`config.mk`:
```
export PLATFORM = sky130hd
export DESIGN_NAME = iter_div
export DESIGN_NICKNAME = d
export VERILOG_FILES = /design/src/rtl/iter_div_pkg.sv /design/src/rtl/iter_div_step.sv /design/src/rtl/iter_div.sv
export SDC_FILE = /design/constraint.sdc
export NUM_CORES = 1
export LEC_CHECK = 0
export CAP_MARGIN = 0
export CORE_MARGIN = 3
export CORE_UTILIZATION = 50
export DETAILED_ROUTE_END_ITERATION = 8
export PLACE_DENSITY_LB_ADDON = 0.15
export SLEW_MARGIN = 0
export SYNTH_ARGS = -nofsm -noshare
export SYNTH_HDL_FRONTEND = slang
export SYNTH_SLANG_ARGS = --single-unit
export TNS_END_PERCENT = 100
```
`constraint.sdc`:
```
create_clock -name clk -period 5.9 [get_ports clk]
set_input_delay 1.475 -clock clk [delete_from_list [all_inputs] [get_ports clk]]
set_output_delay 1.475 -clock clk [all_outputs]
set_load 0.005 [all_outputs]
```
`src/rtl/iter_div_pkg.sv`:
```
// Shared definitions for the iterative restoring divider: datapath width,
// FSM state encoding and a magnitude helper for signed operands.
package iter_div_pkg;

  localparam int DIV_W = 32;
  localparam int CNT_W = 5;

  typedef enum logic [1:0] {
    DIV_IDLE = 2'd0,
    DIV_CALC = 2'd1,
    DIV_DONE = 2'd2
  } div_state_t;

  // Absolute value when the operand is treated as signed; |0x80000000| wraps
  // to 0x80000000, which is the correct unsigned magnitude.
  function automatic logic [DIV_W-1:0] div_mag(input logic [DIV_W-1:0] v,
                                               input logic is_signed);
    return (is_signed && v[DIV_W-1]) ? (~v + DIV_W'(1)) : v;
  endfunction

endpackage

```
`src/rtl/iter_div_step.sv`:
```
// One restoring-division iteration (div_step): shift the next dividend bit into
// the partial remainder and subtract the divisor magnitude when it fits.
module iter_div_step
  import iter_div_pkg::*;
(
  input  logic [DIV_W-1:0] rem_in,
  input  logic             bit_in,
  input  logic [DIV_W-1:0] divisor,
  output logic [DIV_W-1:0] rem_out,
  output logic             q_bit
);

  logic [DIV_W:0] partial;

  // 33-bit trial compare; the low 32 bits of the difference are exact because
  // the result is always smaller than the divisor.
  always_comb begin
    partial = {rem_in, bit_in};
    q_bit   = (partial >= {1'b0, divisor});
    rem_out = q_bit ? (partial[DIV_W-1:0] - divisor) : partial[DIV_W-1:0];
  end

endmodule

```
`src/rtl/iter_div.sv`:
```
// Multi-cycle radix-2 restoring divider with independent dividend/divisor
// stream channels and a one-cycle {remainder, quotient} result strobe.
//
// Handshake: a channel transfers on a rising edge where tvalid && tready;
// tready is high only in IDLE while that channel has not yet captured an
// operand. The result channel has no tready: the consumer must take the data
// in the single cycle m_axis_dout_tvalid is high.
module iter_div
  import iter_div_pkg::*;
#(
  parameter int SIGNED = 1
) (
  input  logic               clk,
  input  logic               resetn,
  input  logic               s_axis_dividend_tvalid,
  output logic               s_axis_dividend_tready,
  input  logic [DIV_W-1:0]   s_axis_dividend_tdata,
  input  logic               s_axis_divisor_tvalid,
  output logic               s_axis_divisor_tready,
  input  logic [DIV_W-1:0]   s_axis_divisor_tdata,
  input  logic               cancel,
  output logic               m_axis_dout_tvalid,
  output logic [2*DIV_W-1:0] m_axis_dout_tdata,
  output logic [1:0]         dbg_state
);

  localparam logic IS_SIGNED = (SIGNED != 0);

  div_state_t       state;
  logic             dvd_held, dvs_held;
  logic [CNT_W-1:0] cnt;
  logic [DIV_W-1:0] a_sh;     // dividend magnitude, shifts out MSB-first, quotient shifts in
  logic [DIV_W-1:0] b_mag;
  logic [DIV_W-1:0] rem;
  logic             sa, sb;

  logic             dvd_xfer, dvs_xfer;
  logic [DIV_W-1:0] rem_nxt;
  logic             q_bit;
  logic [DIV_W-1:0] q_final, res_q, res_r;

  assign s_axis_dividend_tready = (state == DIV_IDLE) && !dvd_held;
  assign s_axis_divisor_tready  = (state == DIV_IDLE) && !dvs_held;
  assign dvd_xfer  = s_axis_dividend_tvalid && s_axis_dividend_tready;
  assign dvs_xfer  = s_axis_divisor_tvalid  && s_axis_divisor_tready;
  assign dbg_state = state;

  iter_div_step u_step (
    .rem_in  (rem),
    .bit_in  (a_sh[DIV_W-1]),
    .divisor (b_mag),
    .rem_out (rem_nxt),
    .q_bit   (q_bit)
  );

  // Final-iteration result with sign fix-up: quotient sign is sa^sb,
  // remainder takes the dividend's sign. Divide-by-zero falls out naturally.
  always_comb begin
    q_final = {a_sh[DIV_W-2:0], q_bit};
    res_q   = (sa ^ sb) ? (~q_final + DIV_W'(1)) : q_final;
    res_r   = sa ? (~rem_nxt + DIV_W'(1)) : rem_nxt;
  end

  // FSM, operand capture, iteration and registered result; cancel beats everything but reset.
  always_ff @(posedge clk) begin
    if (!resetn) begin
      state              <= DIV_IDLE;
      dvd_held           <= 1'b0;
      dvs_held           <= 1'b0;
      cnt                <= '0;
      a_sh               <= '0;
      b_mag              <= '0;
      rem                <= '0;
      sa                 <= 1'b0;
      sb                 <= 1'b0;
      m_axis_dout_tvalid <= 1'b0;
      m_axis_dout_tdata  <= '0;
    end else if (cancel) begin
      state              <= DIV_IDLE;
      dvd_held           <= 1'b0;
      dvs_held           <= 1'b0;
      cnt                <= '0;
      m_axis_dout_tvalid <= 1'b0;
    end else begin
      case (state)
        DIV_IDLE: begin
          rem <= '0;
          cnt <= '0;
          if (dvd_xfer) begin
            a_sh     <= div_mag(s_axis_dividend_tdata, IS_SIGNED);
            sa       <= IS_SIGNED && s_axis_dividend_tdata[DIV_W-1];
            dvd_held <= 1'b1;
          end
          if (dvs_xfer) begin
            b_mag    <= div_mag(s_axis_divisor_tdata, IS_SIGNED);
            sb       <= IS_SIGNED && s_axis_divisor_tdata[DIV_W-1];
            dvs_held <= 1'b1;
          end
          if ((dvd_held || dvd_xfer) && (dvs_held || dvs_xfer)) begin
            state <= DIV_CALC;
          end
        end
        DIV_CALC: begin
          rem  <= rem_nxt;
          a_sh <= q_final;
          cnt  <= cnt + CNT_W'(1);
          if (cnt == CNT_W'(DIV_W - 1)) begin
            m_axis_dout_tdata  <= {res_r, res_q};
            m_axis_dout_tvalid <= 1'b1;
            state              <= DIV_DONE;
          end
        end
        DIV_DONE: begin
          m_axis_dout_tvalid <= 1'b0;
          dvd_held           <= 1'b0;
          dvs_held           <= 1'b0;
          state              <= DIV_IDLE;
        end
        default: begin
          state <= DIV_IDLE;
        end
      endcase
    end
  end

endmodule

```
==> reports/results.ini <==
[worst_hold_path]
worst_hold_path.num_cells = 2
timing.hold.worst.class = reg -> reg

[synth]
synth_fp_nets = 1708
post_synth_simple_gate_area_pct = 24.4
synthesis.instances = 1600
synthesized_area_per_cell_um2 = 7.66
ys_seq_elements = 172
ys_dominant_reg_cell = sky130_fd_sc_hd__dfxtp_1
synth_mux_area_share_pct = 1.77
netlist_area_mm2 = 0.0122
synthXorXnorAreaFrac_pct = 8.58
synth_edf_count = 0
synth_fa_ha_area_share_pct = 4.04
dominant_combinational_cell_family_by_area_after_synthesis = compound AO/OA/AOI/OAI gates
fraction_of_the_mapped_netlist_area_in_compound_gates_pct = 27.3
synth_cell_types = 98
synth_sequential_area_ratio_pct = 28.1
yosys_warnings = 0
async_flop_share_pct = 0

[cts]
cts.sinks = 172
cts_tree = built
post_cts_resize_count = 0
cts_max_level = 4
clock_tree.root_cell = sky130_fd_sc_hd__clkbuf_16
path_clk_slew_ns = 0.07
post-cts-setup-buffers = 0
worst_skew_pair.late_latency_ns = 0.45
cts_made_buffers = 17
cts.hold.buffers_added = 0
ctsLongestPathBuffers = 2

[grt]
first_global_vias = 11067
globalRouteTotalUtil_pct = 28.0
grt_overflow_total = 0
first_pass_grt_wire_length_mm = 59.6
grt_max_degree = 88
grt_antenna_before_repair = 0

[die]
fp.dieH_um = 163
fp.dieW_um = 163
ios = 138
placement_rows = 56
area_enclosed_by_the_die_boundary_mm2 = 0.0264
core_area_mm2 = 0.0238
initial_utilization_pct = 51.6

[drt]
antenna_left = 0
drt_pass1_iterations = 7
route.top_layer_used = met4
per_cell_via_count_in_the_routed_design = 6.03
wl_met2_mm = 16.3
dr_total_vias = 12052
met3_wirelength_mm = 2.55
remaining_drc_errors = 0
post_dr_wirelength_cell_um = 18.8
drt-met1-wl_mm = 17.9
drt_iter0_markers = 1180
routed_wl_mm = 37.5

[final_layout]
area_growth_pct = 16.5
num-nets-final = 1774
num_antenna_cells = 0
post_route_cells_drive_above_1_share_pct = 6.08
commonest_non_fill_non_tap_cell_in_the_layout = sky130_fd_sc_hd__nand2_1
most_frequent_cells_in_the_layout = sky130_fd_sc_hd__nand2_1, sky130_fd_sc_hd__dfxtp_1, sky130_fd_sc_hd__a21oi_1

[sta]
rsz_0062_raised_after_global_routing = no
worstMarginPinSlew_ns = 1.21
timing.max_slew.rel_slack_pct = 19.0
hold_viol = 0
fin_setup_tns_ns = 0
crit_path_time_final_ns = 5.44
timing.final.max_slew_violations = 0
fin_crit_sh_pct = 92.2
finClkSkew_ns = 0.0212
setup-violations-final = 0
clock.fmax_mhz = 184

[place]
gp_congestion = 0.941
buffer_ports.inserted = 137
dp.final_hpwl_mm = 28.6

[worst_setup_path]
cpMaxStageDelayCell = sky130_fd_sc_hd__nor4_1
critPathRequiredTime_ns = 6.24
top_delay_family_on_crit_path = simple AND/OR/NAND/NOR gates
highest_net_fanout_along_the_worst_path = 10
end_kind = flip-flop
timing.critical_path.arrival_ns = 5.78
start_kind = flip-flop
critical_path.most_common_cell = sky130_fd_sc_hd__ha_1
path_depth = 17
worst_r2r_path_depth = 17
crit_path_cell_trace = ha_1 -> nand4_1 -> nor4_1 -> a32oi_1 -> o211ai_1 -> or2_4 -> mux2i_1 -> ha_1 -> nand2_1 -> or4_1 -> a2111oi_1 -> buf_4 -> o2111ai_1 -> o31ai_1 -> xor2_1 -> o21ai_1 -> and2_1
setup_crit_path_kind = reg -> reg
cp_num_buf_inv = 1
worst_path_largest_cell_delay_ns = 0.64

[power_and_ir_drop]
peakVddDrop_uv = 208
design_power_total_mw = 3.29
power-per-cell-area_mw_per_mm2 = 230
power_leakage_nw = 5.83

[job]
maxCapViolCount = 0

[run_status]
outcome = finished clean

[cells by family after synthesis]
group           count (synthesis)
compound gates                500
xor+xnor                      120
fa+ha+maj                      39
buf+inv                       161
flops                         172
mux                            21
simple gates                  587
[area by class of cell]
cell class                      count  area (µm²)
Multi-Input combinational cell   1267        8100
Fill cell                        2197        9480
Clock inverter                     15         213
Clock buffer                       17         425
Sequential cell                   172        3440
Timing Repair Buffer              152        1480
Inverter                           56         210
Tap cell                          319         399
[routing by layer]
metal  vias up  GRT usage, %
li1       5907             -
met1      5687          41.4
met2       410          42.7
met3        48          4.43
met4         0          7.10
met5         -             0
[flip-flops by register name, indices dropped and copies added (netlist names)]
name / flops
rem: 32
a_sh: 32
cnt: 5
dvd_held: 1
m_axis_dout_tdata: 64
sb: 1
dvs_held: 1
dbg_state: 2
sa: 1
m_axis_dout_tvalid: 1
b_mag: 32
[worst paths after layout]
check	slack, ns	to	startpoint
min reg2reg	0.46	m_axis_dout_tdata[43]	m_axis_dout_tdata[43]
min	0.46	m_axis_dout_tdata[43]	m_axis_dout_tdata[43]
max reg2reg	0.46	m_axis_dout_tdata[58]	rem[5]
max	0.46	m_axis_dout_tdata[58]	rem[5]
[Yosys cell counts, drive strengths merged (30+ instances only)]
| library cell | instances | area share, % |
|---|---|---|
| nand2 | 182 | 5.6 |
| dfxtp | 172 | 28 |
| a21oi | 145 | 6.0 |
| o21ai | 116 | 4.9 |
| nor2 | 115 | 3.5 |
| clkbuf | 87 | 3.4 |
| xor2 | 79 | 5.6 |
| inv | 56 | 1.7 |
| nor2b | 47 | 2.5 |
| and2 | 46 | 2.4 |
| xnor2 | 41 | 2.9 |
| o211a | 39 | 3.2 |
| ha | 38 | 3.9 |
| nand3 | 37 | 1.7 |
| nor3 | 33 | 1.4 |
| a211oi | 32 | 2.1 |
| o31ai | 30 | 1.9 |
[report_power, final]
part | total (mW) | leakage [nW] | switching (mW) | internal (mW)
clock network | 1.23 | 0.308 | 0.571 | 0.657
registers | 1.24 | 1.40 | 0.0399 | 1.20
logic | 0.822 | 4.12 | 0.513 | 0.309
[worst reg2reg max path, delay by kind of cell, from the launching register on]
kind,cells,cell delay [ns]
AOI/OAI and AO/OA,6,1.60
muxes,1,0.31
adders and majority gates,2,0.74
buffers and inverters,1,0.18
and+or+nand+nor,6,1.97
DFF,1,0.37
xor gates and xnor gates,1,0.18
[stage by stage]
| stage | setup slack [ns] | hold slack [ns] | instances | cell area (µm²) | utilization (%) |
|---|---|---|---|---|---|
| final | 0.462 | 0.461 | 1998 | 14300 | 60.1 |
| after global routing | 0.140 | 0.492 | 1998 | 14300 | 60.1 |
| after CTS | 0.612 | 0.465 | 1998 | 14300 | 60.1 |
| after detailed placement | 0.645 | 0.457 | 1966 | 13600 | 57.4 |
| after global placement | 0.803 | 0.450 | 1966 | 13600 | 57.4 |
| after floorplan | 1.05 | 0.453 | 1600 | 12200 | - |
Note: power is estimated with default switching activity, not from simulation.
